===== src/rtl/wasm_instr_loader_pkg.sv =====
// -----------------------------------------------------------------------------
// wasm_defines
// Shared constants for the WASM instruction loader: default instruction word
// width, instruction memory address width and capacity, and the encoding of
// the loader states.
// Ports: none (package).
// -----------------------------------------------------------------------------
package wasm_defines;

  localparam int instr_bram_width = 64;     // bits per instruction word
  localparam int instr_addr_width = 15;     // instruction memory address bits
  localparam int instr_max_words  = 32768;  // default image capacity in words

  typedef enum logic [1:0] {
    LDR_ACCUM = 2'd0,  // collecting host bytes into the word buffer
    LDR_WRITE = 2'd1,  // packed word presented to the core
    LDR_DONE  = 2'd2   // image complete, finish held
  } ldr_state_e;

endpackage


===== src/rtl/wasm_instr_loader_if.sv =====
// -----------------------------------------------------------------------------
// wasm_instr_loader_if
// Bundles the host byte stream (valid/ready/last) and the core's instruction
// memory write port (valid/ready/addr/data/finish). Signal prefixes are as
// seen from the loader: i_* flows into the loader, o_* flows out of it.
// Modports:
//   master - the loader (consumes bytes, issues writes)
//   slave  - the environment (host link plus core)
// -----------------------------------------------------------------------------
interface wasm_instr_loader_if
  import wasm_defines::*;
#(
  parameter int DATA_W = instr_bram_width,
  parameter int ADDR_W = instr_addr_width
);

  logic              i_byte_vld;
  logic [7:0]        i_byte_data;
  logic              i_byte_last;
  logic              o_byte_rdy;
  logic              o_instr_mem_wr_vld;
  logic [ADDR_W-1:0] o_instr_mem_wr_addr;
  logic [DATA_W-1:0] o_instr_mem_wr_data;
  logic              i_instr_mem_wr_rdy;
  logic              o_instr_mem_wr_finish;

  modport master (
    input  i_byte_vld, i_byte_data, i_byte_last, i_instr_mem_wr_rdy,
    output o_byte_rdy, o_instr_mem_wr_vld, o_instr_mem_wr_addr,
           o_instr_mem_wr_data, o_instr_mem_wr_finish
  );

  modport slave (
    output i_byte_vld, i_byte_data, i_byte_last, i_instr_mem_wr_rdy,
    input  o_byte_rdy, o_instr_mem_wr_vld, o_instr_mem_wr_addr,
           o_instr_mem_wr_data, o_instr_mem_wr_finish
  );

endinterface


===== src/rtl/wasm_instr_loader_byte_packer.sv =====
// -----------------------------------------------------------------------------
// byte_packer
// Packs bytes little-endian into a DATA_W word: byte index k lands in bits
// [8k+7:8k]. When the last byte of the image arrives before the word is full,
// the remaining higher bytes are filled with PAD_BYTE on the same edge.
// Ports:
//   i_clk, i_rst  clock, asynchronous active-high reset
//   i_clr         return the byte index to 0 (word written or load restarted)
//   i_load        store i_byte at the current index
//   i_last        current byte is the final byte of the image
//   i_byte        byte to store
//   o_word_done   the byte being stored completes the word
//   o_data        packed word
// -----------------------------------------------------------------------------
module byte_packer #(
  parameter int         DATA_W   = 64,
  parameter logic [7:0] PAD_BYTE = 8'h00
) (
  input  logic              i_clk,
  input  logic              i_rst,
  input  logic              i_clr,
  input  logic              i_load,
  input  logic              i_last,
  input  logic [7:0]        i_byte,
  output logic              o_word_done,
  output logic [DATA_W-1:0] o_data
);

  localparam int BYTES = DATA_W / 8;
  localparam int IDX_W = (BYTES > 1) ? $clog2(BYTES) : 1;

  logic [IDX_W-1:0]  idx_q,  idx_d;
  logic [DATA_W-1:0] data_q, data_d;

  // A last byte at the top index is an ordinary full word: no padding needed.
  assign o_word_done = i_last || (idx_q == IDX_W'(BYTES - 1));
  assign o_data      = data_q;

  always_comb begin
    // NOTE: every variable written here gets a default first, so no path
    // leaves it unassigned and no latch is inferred.
    idx_d  = idx_q;
    data_d = data_q;
    if (i_clr) begin
      idx_d = '0;
    end else if (i_load) begin
      for (int k = 0; k < BYTES; k++) begin
        if (k == int'(idx_q)) begin
          data_d[8*k +: 8] = i_byte;
        end else if (i_last && (k > int'(idx_q))) begin
          data_d[8*k +: 8] = PAD_BYTE;
        end
      end
      idx_d = o_word_done ? '0 : idx_q + IDX_W'(1);
    end
  end

  // NOTE: the word buffer is a plain register bank, not a memory array, so it
  // is cleared by reset along with the index and reads back as zero.
  always_ff @(posedge i_clk or posedge i_rst) begin
    if (i_rst) begin
      idx_q  <= '0;
      data_q <= '0;
    end else begin
      // NOTE: sequential state uses non-blocking assignments only.
      idx_q  <= idx_d;
      data_q <= data_d;
    end
  end

endmodule


===== src/rtl/wasm_instr_loader.sv =====
// -----------------------------------------------------------------------------
// wasm_instr_loader
// Feeds the WASM core's instruction memory from a host byte stream. Bytes are
// packed little-endian into DATA_W words, written to consecutive addresses
// from 0 through the core's wr_vld/wr_rdy handshake, and wr_finish is raised
// after the word carrying the last byte. Bytes beyond MAX_WORDS are consumed
// and dropped, setting a sticky overflow flag.
// Ports:
//   i_clk, i_rst  clock, asynchronous active-high reset
//   i_restart     one-cycle pulse: abandon everything and start a new load
//   ldr_bus       byte stream in, instruction memory write out (master side)
//   o_word_cnt    words written so far
//   o_byte_sum    modulo-2^16 sum of accepted (not dropped) bytes
//   o_overflow    sticky: bytes arrived after MAX_WORDS words were written
// -----------------------------------------------------------------------------
module wasm_instr_loader
  import wasm_defines::*;
#(
  parameter int         DATA_W    = instr_bram_width,
  parameter int         ADDR_W    = instr_addr_width,
  parameter int         MAX_WORDS = instr_max_words,
  parameter logic [7:0] PAD_BYTE  = 8'h00
) (
  input  logic                 i_clk,
  input  logic                 i_rst,
  input  logic                 i_restart,
  wasm_instr_loader_if.master  ldr_bus,
  output logic [ADDR_W:0]      o_word_cnt,
  output logic [15:0]          o_byte_sum,
  output logic                 o_overflow
);

  localparam int CNT_W = ADDR_W + 1;

  ldr_state_e        state_q, state_d;
  logic [ADDR_W-1:0] addr_q,  addr_d;
  logic [CNT_W-1:0]  cnt_q,   cnt_d;
  logic [15:0]       sum_q,   sum_d;
  logic              ovf_q,   ovf_d;
  logic              last_q,  last_d;   // current word carries the final byte
  logic              pk_clr, pk_load, pk_word_done;

  // Reset is folded in so ready reads low while reset is held.
  assign ldr_bus.o_byte_rdy = (state_q == LDR_ACCUM) && !i_restart && !i_rst;

  // Valid and finish come straight from the state register, so an
  // asynchronous reset drops them immediately.
  assign ldr_bus.o_instr_mem_wr_vld    = (state_q == LDR_WRITE);
  assign ldr_bus.o_instr_mem_wr_finish = (state_q == LDR_DONE);
  assign ldr_bus.o_instr_mem_wr_addr   = addr_q;
  assign o_word_cnt = cnt_q;
  assign o_byte_sum = sum_q;
  assign o_overflow = ovf_q;

  byte_packer #(
    .DATA_W   (DATA_W),
    .PAD_BYTE (PAD_BYTE)
  ) u_packer (
    .i_clk       (i_clk),
    .i_rst       (i_rst),
    .i_clr       (pk_clr),
    .i_load      (pk_load),
    .i_last      (ldr_bus.i_byte_last),
    .i_byte      (ldr_bus.i_byte_data),
    .o_word_done (pk_word_done),
    .o_data      (ldr_bus.o_instr_mem_wr_data)
  );

  always_comb begin
    state_d = state_q;
    addr_d  = addr_q;
    cnt_d   = cnt_q;
    sum_d   = sum_q;
    ovf_d   = ovf_q;
    last_d  = last_q;
    pk_clr  = 1'b0;
    pk_load = 1'b0;

    if (i_restart) begin
      state_d = LDR_ACCUM;
      addr_d  = '0;
      cnt_d   = '0;
      sum_d   = '0;
      ovf_d   = 1'b0;
      last_d  = 1'b0;
      pk_clr  = 1'b1;
    end else begin
      unique case (state_q)
        LDR_ACCUM: begin
          if (ldr_bus.i_byte_vld) begin
            if (cnt_q == CNT_W'(MAX_WORDS)) begin
              // Memory full: consume and drop; a last byte still ends the load.
              ovf_d = 1'b1;
              if (ldr_bus.i_byte_last) state_d = LDR_DONE;
            end else begin
              pk_load = 1'b1;
              sum_d   = sum_q + {8'h00, ldr_bus.i_byte_data};
              last_d  = ldr_bus.i_byte_last;
              if (pk_word_done) state_d = LDR_WRITE;
            end
          end
        end
        LDR_WRITE: begin
          if (ldr_bus.i_instr_mem_wr_rdy) begin
            cnt_d  = cnt_q + CNT_W'(1);
            // Hold at the top word so the address never wraps back to 0.
            if (addr_q != ADDR_W'(MAX_WORDS - 1)) addr_d = addr_q + ADDR_W'(1);
            pk_clr  = 1'b1;
            state_d = last_q ? LDR_DONE : LDR_ACCUM;
          end
        end
        default: ;  // LDR_DONE: hold until restart or reset
      endcase
    end
  end

  always_ff @(posedge i_clk or posedge i_rst) begin
    if (i_rst) begin
      state_q <= LDR_ACCUM;
      addr_q  <= '0;
      cnt_q   <= '0;
      sum_q   <= '0;
      ovf_q   <= 1'b0;
      last_q  <= 1'b0;
    end else begin
      state_q <= state_d;
      addr_q  <= addr_d;
      cnt_q   <= cnt_d;
      sum_q   <= sum_d;
      ovf_q   <= ovf_d;
      last_q  <= last_d;
    end
  end

endmodule

===== src/flat_wrapper.sv =====
// flat-port wrapper written by rule: the top's interface ports become plain ports
module wasm_instr_loader_flat import wasm_defines::*;
#(
  parameter int         DATA_W    = instr_bram_width,
  parameter int         ADDR_W    = instr_addr_width,
  parameter int         MAX_WORDS = instr_max_words,
  parameter logic [7:0] PAD_BYTE  = 8'h00
)
  (i_clk, i_rst, i_restart, o_word_cnt, o_byte_sum, o_overflow, ldr_bus_i_byte_vld, ldr_bus_i_byte_data, ldr_bus_i_byte_last, ldr_bus_i_instr_mem_wr_rdy, ldr_bus_o_byte_rdy, ldr_bus_o_instr_mem_wr_vld, ldr_bus_o_instr_mem_wr_addr, ldr_bus_o_instr_mem_wr_data, ldr_bus_o_instr_mem_wr_finish);
  wasm_instr_loader_if #(.DATA_W(DATA_W), .ADDR_W(ADDR_W)) ldr_bus_i ();
  input  logic i_clk;
  input  logic i_rst;
  input  logic i_restart;
  output logic [ADDR_W:0] o_word_cnt;
  output logic [15:0] o_byte_sum;
  output logic o_overflow;
  input wire logic [$bits(ldr_bus_i.i_byte_vld)-1:0] ldr_bus_i_byte_vld;
  input wire logic [$bits(ldr_bus_i.i_byte_data)-1:0] ldr_bus_i_byte_data;
  input wire logic [$bits(ldr_bus_i.i_byte_last)-1:0] ldr_bus_i_byte_last;
  input wire logic [$bits(ldr_bus_i.i_instr_mem_wr_rdy)-1:0] ldr_bus_i_instr_mem_wr_rdy;
  output wire logic [$bits(ldr_bus_i.o_byte_rdy)-1:0] ldr_bus_o_byte_rdy;
  output wire logic [$bits(ldr_bus_i.o_instr_mem_wr_vld)-1:0] ldr_bus_o_instr_mem_wr_vld;
  output wire logic [$bits(ldr_bus_i.o_instr_mem_wr_addr)-1:0] ldr_bus_o_instr_mem_wr_addr;
  output wire logic [$bits(ldr_bus_i.o_instr_mem_wr_data)-1:0] ldr_bus_o_instr_mem_wr_data;
  output wire logic [$bits(ldr_bus_i.o_instr_mem_wr_finish)-1:0] ldr_bus_o_instr_mem_wr_finish;
  assign ldr_bus_i.i_byte_vld = ldr_bus_i_byte_vld;
  assign ldr_bus_i.i_byte_data = ldr_bus_i_byte_data;
  assign ldr_bus_i.i_byte_last = ldr_bus_i_byte_last;
  assign ldr_bus_i.i_instr_mem_wr_rdy = ldr_bus_i_instr_mem_wr_rdy;
  assign ldr_bus_o_byte_rdy = ldr_bus_i.o_byte_rdy;
  assign ldr_bus_o_instr_mem_wr_vld = ldr_bus_i.o_instr_mem_wr_vld;
  assign ldr_bus_o_instr_mem_wr_addr = ldr_bus_i.o_instr_mem_wr_addr;
  assign ldr_bus_o_instr_mem_wr_data = ldr_bus_i.o_instr_mem_wr_data;
  assign ldr_bus_o_instr_mem_wr_finish = ldr_bus_i.o_instr_mem_wr_finish;
  wasm_instr_loader #(.DATA_W(DATA_W), .ADDR_W(ADDR_W), .MAX_WORDS(MAX_WORDS), .PAD_BYTE(PAD_BYTE)) u_core (.i_clk(i_clk), .i_rst(i_rst), .i_restart(i_restart), .ldr_bus(ldr_bus_i), .o_word_cnt(o_word_cnt), .o_byte_sum(o_byte_sum), .o_overflow(o_overflow));
endmodule

===== config.mk =====
export PLATFORM = sky130hd
export DESIGN_NAME = wasm_instr_loader_flat
export DESIGN_NICKNAME = d
export VERILOG_FILES = /design/src/rtl/wasm_instr_loader_pkg.sv /design/src/rtl/wasm_instr_loader_if.sv /design/src/rtl/wasm_instr_loader_byte_packer.sv /design/src/rtl/wasm_instr_loader.sv /design/src/flat_wrapper.sv
export SDC_FILE = /design/constraint.sdc
export NUM_CORES = 1
export LEC_CHECK = 0
export CAP_MARGIN = 5
export CORE_ASPECT_RATIO = 0.8
export CORE_MARGIN = 2
export CORE_UTILIZATION = 46
export CTS_CLUSTER_DIAMETER = 40
export DETAILED_ROUTE_END_ITERATION = 16
export GPL_ROUTABILITY_DRIVEN = 0
export PLACE_DENSITY = 0.86
export SYNTH_ARGS = -nofsm -noshare
export SYNTH_HDL_FRONTEND = slang
export SYNTH_HIERARCHICAL = 1
export SYNTH_SLANG_ARGS = --single-unit

===== constraint.sdc =====
create_clock -name i_clk -period 2.3 [get_ports i_clk]
set_input_delay 0.46 -clock i_clk [delete_from_list [all_inputs] [get_ports i_clk]]
set_output_delay 0.46 -clock i_clk [all_outputs]
set_load 0.03 [all_outputs]

# [Word level (Yosys, flattened, before mapping)]
# Cells that the tools add are included.
[op_classes] add_sub_neg=4 muxes=51 order_cmp=7 n_eq_ne=17 n_reduce_logical=42 bitwise_logic=1
[op_table] operator="$mux W16" n=7
[op_table] operator="$mux W8" n=14
[op_table] operator="$mux W15" n=4
[op_table] operator="$reduce_and A3 Y1" n=11
[op_table] operator="$reduce_bool A2 Y1" n=14
[op_table] operator="$add A16 B1 Y16 const B" n=1
[op_table] operator="$add A16 B8 Y16" n=1
[op_table] operator="$eq A16 B16 Y1 const B" n=1
[op_table] operator="$add A15 B1 Y15 const B" n=1
[op_table] operator="$mux W1" n=15
[op_table] operator="$ne A15 B15 Y1 const B" n=1
[op_table] operator="$mux W2" n=7
[op_table] operator="$eq A3 B3 Y1 const A" n=4
[op_table] operator="$gt A3 B3 Y1 const A" n=4
[op_table] operator="$logic_and A1 B1 Y1" n=9
[op_table] operator="$mux W3" n=3
[op_table] operator="$ne A4 B4 Y1 const B" n=2
[op_table] operator="$eq A2 B3 Y1 const A" n=2
[op_table] operator="$gt A2 B3 Y1 const A" n=2
[op_table] operator="$ne A3 B3 Y1 const B" n=2
[op_table] operator="$reduce_and A5 Y1" n=1
[op_table] operator="$pmux W2 S2" n=1
[op_table] operator="$add A3 B1 Y3 const B" n=1
[op_table] operator="$eq A1 B3 Y1 const A" n=1
[op_table] operator="other kinds (12)" n=13
[totals] output_inout_bits=115 regBits=118 input_bits=14 word_cells=137

# [Logic depth before layout (Yosys ltp)]
# Gate-level depths: netlist (run 1).
[logic_depth] depth_word=7 ltp_mapped=12 mapped_depth_nobuf=9

# [Modules after synthesis]
# The synthesis (run 1) kept the hierarchy.
[modules_own_cells] module="wasm_instr_loader" seq_area_each_um2=1276.2 instances=1 area_each_um2=3020.4 cells_each=316
[modules_own_cells] module="byte_packer" seq_area_each_um2=1676.6 instances=1 area_each_um2=2849.0 cells_each=247

# [Worst setup path before layout (run 1)]
# No wires, ideal clock.
[synth_timing] path_type="register -> register" from="reg u_core.cnt_q[0] (netlist: u_core/o_word_cnt[0])" to="reg u_core.u_packer.data_q[0] (netlist: u_core/u_packer/o_data[0])" stages_incl_launch_ff=12 required_time_ns=2.175 path_buffers=2 setup_ns=0.125 synth_period_minus_slack_ns=2.513 path_slack_ns=-0.213 arrival_time_ns=2.389 cell_sequence="dfrtp_1 inv_1 ha_1 nor4b_4 nand4_4 nand2_2 buf_6 nor2_1 buf_6 nand2_2 nor3_4 mux2_2"
[synth_between] elab_chain_cells=6
[synth_lines] element="start: declaration" line="wasm_instr_loader.sv:37" text="logic [CNT_W-1:0] cnt_q, cnt_d;"
[synth_lines] element="start signal: assignment" line="wasm_instr_loader.sv:128" text="cnt_q <= cnt_d;"
[synth_lines] element="$eq A16 B16 Y1" line="wasm_instr_loader.sv:91" text="if (cnt_q == CNT_W'(MAX_WORDS)) begin"
[synth_lines] element="$mux W1" line="wasm_instr_loader.sv:91"
[synth_lines] element="$mux W1" line="wasm_instr_loader.sv:90" text="if (ldr_bus.i_byte_vld) begin"
[synth_lines] element="$mux W1" line="wasm_instr_loader.sv:88" text="unique case (state_q)"
[synth_lines] element="$mux W1" line="wasm_instr_loader.sv:79" text="if (i_restart) begin"
[synth_lines] element="via u_core.pk_load" line="wasm_instr_loader.sv:41" text="logic pk_clr, pk_load, pk_word_done;"
[synth_lines] element="$reduce_and A3 Y1 (no source line)"
[synth_lines] element="end signal: assignment" line="wasm_instr_loader_byte_packer.sv:67" text="data_q <= data_d;"
[synth_lines] element="end: declaration" line="wasm_instr_loader_byte_packer.sv:33" text="logic [DATA_W-1:0] data_q, data_d;"
# The timed path passes the listed nets, and every way through them passes these cells.
# A chain may end at the register's enable or synchronous reset.

# [Worst setup path in the final report (run 1)]
[layout_timing] from="reg u_core.cnt_q[0] (netlist: u_core/o_word_cnt[0])" to="reg u_core.u_packer.data_q[56] (netlist: u_core/u_packer/o_data[56])"
# The elaborated chain is that of the path after synthesis.

==> run metrics, run 1 <==
status finished, final reports clean; share of cells above drive strength 1 0.172; port bufs 128; critical path's largest stage delay 0.44 ns; Worst EP arrival 2.48 ns; Gate power share 0.145; maximum vdd ir drop 0.000529 V; Static Leakage 0.00359 uW; WS Path Type flip-flop to flip-flop; ys async rst share 1.00; dpl hpwl 11.4 mm; # setup viols final 0; Die H 105 um; number of synthesized flops with an enable pin 0; Antenna diodes 0; ANT nets after route 0; IO Pins 129; internal power 4310 uW; Required @ worst endpoint 2.60 ns; remaining global-route overflow 0; Clock Skews 0.00808 ns; initial DRC count 353; Worst Path Max Fanout 8; Worst-Skew Late Latency 0.42 ns; htree depth 4; hold_ws 0.486 ns; Global Route Usage Sum 0.253; Max Transition Viols Final 0; largest net degree at the start of global routing 68; Top Family by Delay on Critical Path simple AND/OR/NAND/NOR gates; Fmax achieved 458 MHz; CTS tree built; Buf/Inv on CP 1; sw frac 0.254; die area 0.0137 sq mm; Worst Setup End Kind flip-flop; Sw Pwr 1470 uW; number of cells on the worst reg-to-reg path 9; antenna violations before repair 0; Initial Utilization 0.477; drt wl/cell 18.6 um; clock tree buffer depth 2; DR vias 5054; die extent in x 130 um; Cell Chain, Critical Path inv_2 > ha_2 > nor4b_4 > nand4_4 > nand2_2 > nor2_4 > and2b_2 > and2_1 > a22o_1; Mapped Area 0.00587 sq mm; global-route wire length before repair 26.5 mm; Worst Setup EP u_core/u_packer/o_data[56]; multi-input logic area 0.00276 sq mm; Max Cap Viol 0; period utilization 0.950; WP depth 9; post-layout util 0.672; nets 751; Pre-Repair DR Iteration Count 5; Fin Setup TNS 0 ns; Slew HR 0.563; total power 5780 uW; layout overhead on the synthesized area 40.8%; root buffer cell clkbuf_16; Residual DRC 0; net count after synthesis 595; Clock power frac 0.472; drt via density 5.60; yosys warns 6; critical path startpoint u_core/o_word_cnt[0]; core footprint 0.0123 sq mm; Site Rows 36; # fillers 929; Primary FF master, synth dfrtp_1; Seq/Total Area, Yosys 0.503; Setup crit start kind flip-flop; RSZ-0062 raised after global routing no; clock slew at reported path FFs 0.06 ns; register area 0.00296 sq mm; Synth Register Bits 118; Reg2Reg Launch Point u_core/o_word_cnt[0]; reg-to-reg slack, setup 0.12 ns; CTS Buf Count 17; Tmin final 2.18 ns; slowest CP cell dfrtp_2; Slew @ Worst Pin 0.651 ns; Post-Route WL 16.7 mm; Synth cell types 63; pwr dens 699 mW/mm^2; CTS sink cnt 118; Syn Inst Count 563; Hold Fails Final Rpt 0; vias in the first global route 5058; Synth Area per Inst 10.4 sq um; reg2reg end u_core/u_packer/o_data[56]; worst hold path class primary input to flip-flop; Reg power frac 0.383
[worst min path at each step]
stage / from / endpoint / slack, ns / cells after the start
2_1_floorplan: u_core/last_q / u_core/last_q / 0.50 / 2
3_3_place_gp: u_core/u_packer/o_data[45] / u_core/u_packer/o_data[45] / 0.49 / 1
3_5_place_dp: u_core/u_packer/o_data[42] / u_core/u_packer/o_data[42] / 0.48 / 1
4_1_cts: i_restart / u_core/u_packer/idx_q[1] / 0.47 / 4
5_1_grt: i_restart / u_core/u_packer/idx_q[1] / 0.50 / 4
6_report: i_restart / u_core/u_packer/idx_q[1] / 0.49 / 4
[cell usage after synthesis, types with 5 or more instances]
cell type / instances / area (sq um)
buf_1: 14 / 52.6
nor3b_1: 5 / 37.5
inv_1: 16 / 60.1
and2_1: 6 / 37.5
xnor2_1: 5 / 43.8
ha_1: 17 / 213
nand2_1: 74 / 278
nor2b_1: 6 / 37.5
and4_1: 7 / 61.3
buf_6: 6 / 67.6
dfrtp_1: 118 / 2950
o2bb2ai_1: 16 / 140
and3_1: 8 / 50.1
o21ai_0: 19 / 95.1
buf_2: 8 / 40.0
a22o_1: 24 / 210
nand4_1: 8 / 50.1
nand3_1: 15 / 75.1
nor2_1: 42 / 158
mux2_2: 11 / 124
o21ai_1: 10 / 50.1
xor2_1: 22 / 193
clkbuf_1: 6 / 22.5
a21oi_1: 25 / 125
[area by class of cell]
class / instances / share of cell area
clock buffers: 22 / 0.0586
clock inverters: 9 / 0.0150
inverters: 17 / 0.00772
multi-input cells: 392 / 0.333
flip-flops and latches: 118 / 0.358
well taps: 171 / 0.0259
repair buffers: 173 / 0.202
[per-layer routing]
metal,part of all wire,vias up,track usage
met5,0,-,0
met4,0.020,0,0.107
met3,0.069,34,0.0620
met2,0.50,229,0.405
met1,0.41,2468,0.327
li1,-,2323,-
[flip-flops by register name, indices dropped and copies added (netlist names)]
register	cells
u_core/u_packer/o_data	64
u_core/o_byte_sum	16
u_core/o_word_cnt	16
u_core/ldr_bus.o_instr_mem_wr_addr	15
u_core/u_packer/idx_q	3
u_core/state_q	2
u_core/last_q	1
u_core/o_overflow	1
[worst register-to-register path: stages, from the launching register on]
cell and delay (ns):
dfrtp_2 0.44, inv_2 0.06, ha_2 0.15, nor4b_4 0.23
nand4_4 0.14, nand2_2 0.12, nor2_4 0.07, and2b_2 0.27
and2_1 0.29, a22o_1 0.29
[layout by cell type (no fill, tap or decap), types with 6 or more instances in the layout]
cell type	n
a21oi_1	22
and2_1	6
and4_1	7
ha_1	15
clkbuf_16	17
o21ai_1	11
and3_1	8
inv_1	12
a22o_1	24
nor2_1	40
nand2_1	74
clkdlybuf4s50_1	123
o21ai_0	18
nand4_1	8
mux2_2	9
xor2_1	22
o2bb2ai_1	16
buf_4	42
dfrtp_1	115
nand3_1	15
[what timing repair did]
action,in CTS,in global routing
gates resized for setup,8,13
endpoints found under the setup margin,6,15
pin swaps,3,4
hold buffers,0,0
buffers inserted,1,0
[cell families (layout without fill, tap and decap cells)]
group,Yosys count,after routing,synth area share
compound gates,124,124,0.152
flops,118,118,0.503
simple gates,209,209,0.194
xor+xnor,27,27,0.0403
buf+inv,53,221,0.0446
fa+ha+maj,18,18,0.0396
mux,14,14,0.0264
[power groups by stage]
stage               combinational [uW]  sequential (uW)  clock (uW)
floorplan                          325             2380           0
CTS                                818             2210        2770
global route                       889             2220        2860
finish                             836             2210        2730
global placement                   776             2240           0
detailed placement                 802             2250           0
[metrics by stage]
stage | worst slack, ns | instance area [sq um] | cells
detailed placement | -0.484 | 7580 | 870
global placement | -0.379 | 7580 | 870
global route | 0.0334 | 8260 | 902
finish | 0.116 | 8260 | 902
floorplan | -0.0343 | 5910 | 563
CTS | 0.0186 | 8210 | 902
Power figures use the tool's default switching activity.
==> run 2, diff against run 1 <==
ABC_AREA = 0   (was not set)
TNS_END_PERCENT = 20   (was not set)
==> run metrics, run 2 (synthesized netlist as in run 1, its figures left out) <==
worst hold path class primary input to flip-flop; antenna violations before repair 1; Die H 105 um; Worst Path Max Fanout 4; wl on met1 7.14 mm; # fillers 898; Clock power frac 0.480; Hold Fails Final Rpt 0; Static Leakage 0.00362 uW; sw frac 0.246; drt wl/cell 17.8 um; Max Cap Viol 0; period utilization 0.983; commonest non-fill, non-tap cell in the layout clkdlybuf4s50_1; share of cells above drive strength 1 0.169; port bufs 128; Fin Setup TNS 0 ns; Clock Skews 0.00546 ns; total power 5840 uW; die area 0.0137 sq mm; setup bufs post-CTS 0; CTS Buf Count 17; Gate power share 0.141; die extent in x 130 um; internal power 4400 uW; Residual DRC 0; CTS sink cnt 118; root buffer cell clkbuf_16; core footprint 0.0123 sq mm; vias in the first global route 5040; IO Pins 129; Worst EP arrival 2.55 ns; htree depth 4; CTS Hold Bufs 0; DR vias 5059; Pre-Repair DR Iteration Count 5; status finished, final reports clean; Worst-Skew Late Latency 0.41 ns; # setup viols final 0; Reg power frac 0.379; top layer in use met4; remaining global-route overflow 0; max FFs per register 64; Site Rows 36; DR WL met3 842 um; Tmin final 2.26 ns; Post-Route WL 16.2 mm; RSZ-0062 raised after global routing yes; commonest non-fill, non-tap cells in the layout 123 x clkdlybuf4s50_1, 116 x dfrtp_1, 74 x nand2_1; Sw Pwr 1440 uW; CTS tree built; dpl hpwl 11.4 mm; Global Route Usage Sum 0.248; Required @ worst endpoint 2.59 ns; WS Path Type primary input to flip-flop; clock slew at reported path FFs 0.05 ns; Slew HR 0.569; largest net degree at the start of global routing 68; Worst Setup End Kind flip-flop; Max Transition Viols Final 0; Initial Utilization 0.477; met2 wire length 7.86 mm; Fmax achieved 442 MHz; ANT nets after route 0; initial DRC count 359; pwr dens 705 mW/mm^2; Slew @ Worst Pin 0.642 ns; worst setup margin 0.0400 ns; Setup crit start kind primary input; nets 757; layout overhead on the synthesized area 41.0%; maximum vdd ir drop 0.000502 V; global-route wire length before repair 26.1 mm; drt via density 5.56; clock tree buffer depth 2; pre-CTS setup slack -0.496 ns
-- run 2: changes by cell type in the layout (fill, tap and decap cells not counted), moves of 2 or more --
cell / delta
or4_4: -2
clkbuf_1: +2
or4_1: +2
buf_4: +7
a2111oi_0: +2
-- run 2: worst max-delay path, cell delays in order --
cell and delay [ns]:
clkdlybuf4s50_1 0.49, ha_1 0.31, a21o_1 0.14, and4_1 0.23
o2111ai_1 0.12, buf_4 0.17, a211oi_1 0.27, mux2_1 0.37
-- run 2: area by class of cell --
type | count | area [sq um] | share of cell area
antenna | 1 | 2.50 | 0.000302
multi-input combinational | 392 | 2710 | 0.328
sequential | 118 | 2960 | 0.357
clock inverter | 9 | 148 | 0.0178
inverter | 17 | 63.8 | 0.00771
clock buffer | 23 | 478 | 0.0578
timing repair buffer | 179 | 1700 | 0.206
tap | 171 | 214 | 0.0259
-- run 2: per-layer routing --
layer,global-route usage,up-vias
met5,0,-
met4,0.105,0
met3,0.0527,34
met2,0.385,183
met1,0.336,2506
li1,-,2336
-- run 2: per-stage QoR --
stage | cells | hold slack [ns] | utilization | instance area (sq um)
global placement | 877 | 0.488 | 0.618 | 7600
floorplan | 563 | 0.501 | - | 5890
CTS | 909 | 0.328 | 0.670 | 8240
finish | 910 | 0.353 | 0.673 | 8270
global route | 910 | 0.341 | 0.673 | 8270
detailed placement | 877 | 0.488 | 0.618 | 7600
-- run 2: worst paths after layout --
path	depth (start not counted)	endpoint	start	slack, ns
setup / recovery	8	u_core/o_byte_sum[13]	ldr_bus_i_byte_data[1]	0.04
hold / removal	2	u_core/o_byte_sum[1]	i_restart	0.35
setup reg to reg	9	u_core/u_packer/o_data[60]	u_core/o_word_cnt[1]	0.11
hold reg to reg	1	u_core/u_packer/o_data[46]	u_core/u_packer/o_data[46]	0.50
max in group asynchronous	3	u_core/o_word_cnt[4]	i_rst	1.40
min in group asynchronous	3	u_core/o_word_cnt[1]	i_rst	0.53
-- run 2: repair_timing --
| action | in CTS | in global routing |
|---|---|---|
| endpoints found under the setup margin | 4 | 14 |
| resized for setup | 5 | 9 |
| pin swaps | 4 | 1 |
-- run 2: power groups by stage --
stage / Clock, uW / Combinational (uW) / Sequential [uW]
after floorplan: 0 / 325 / 2380
after global placement: 0 / 781 / 2240
after detailed placement: 0 / 810 / 2250
after CTS: 2840 / 822 / 2210
after global routing: 2950 / 878 / 2220
final: 2800 / 823 / 2210
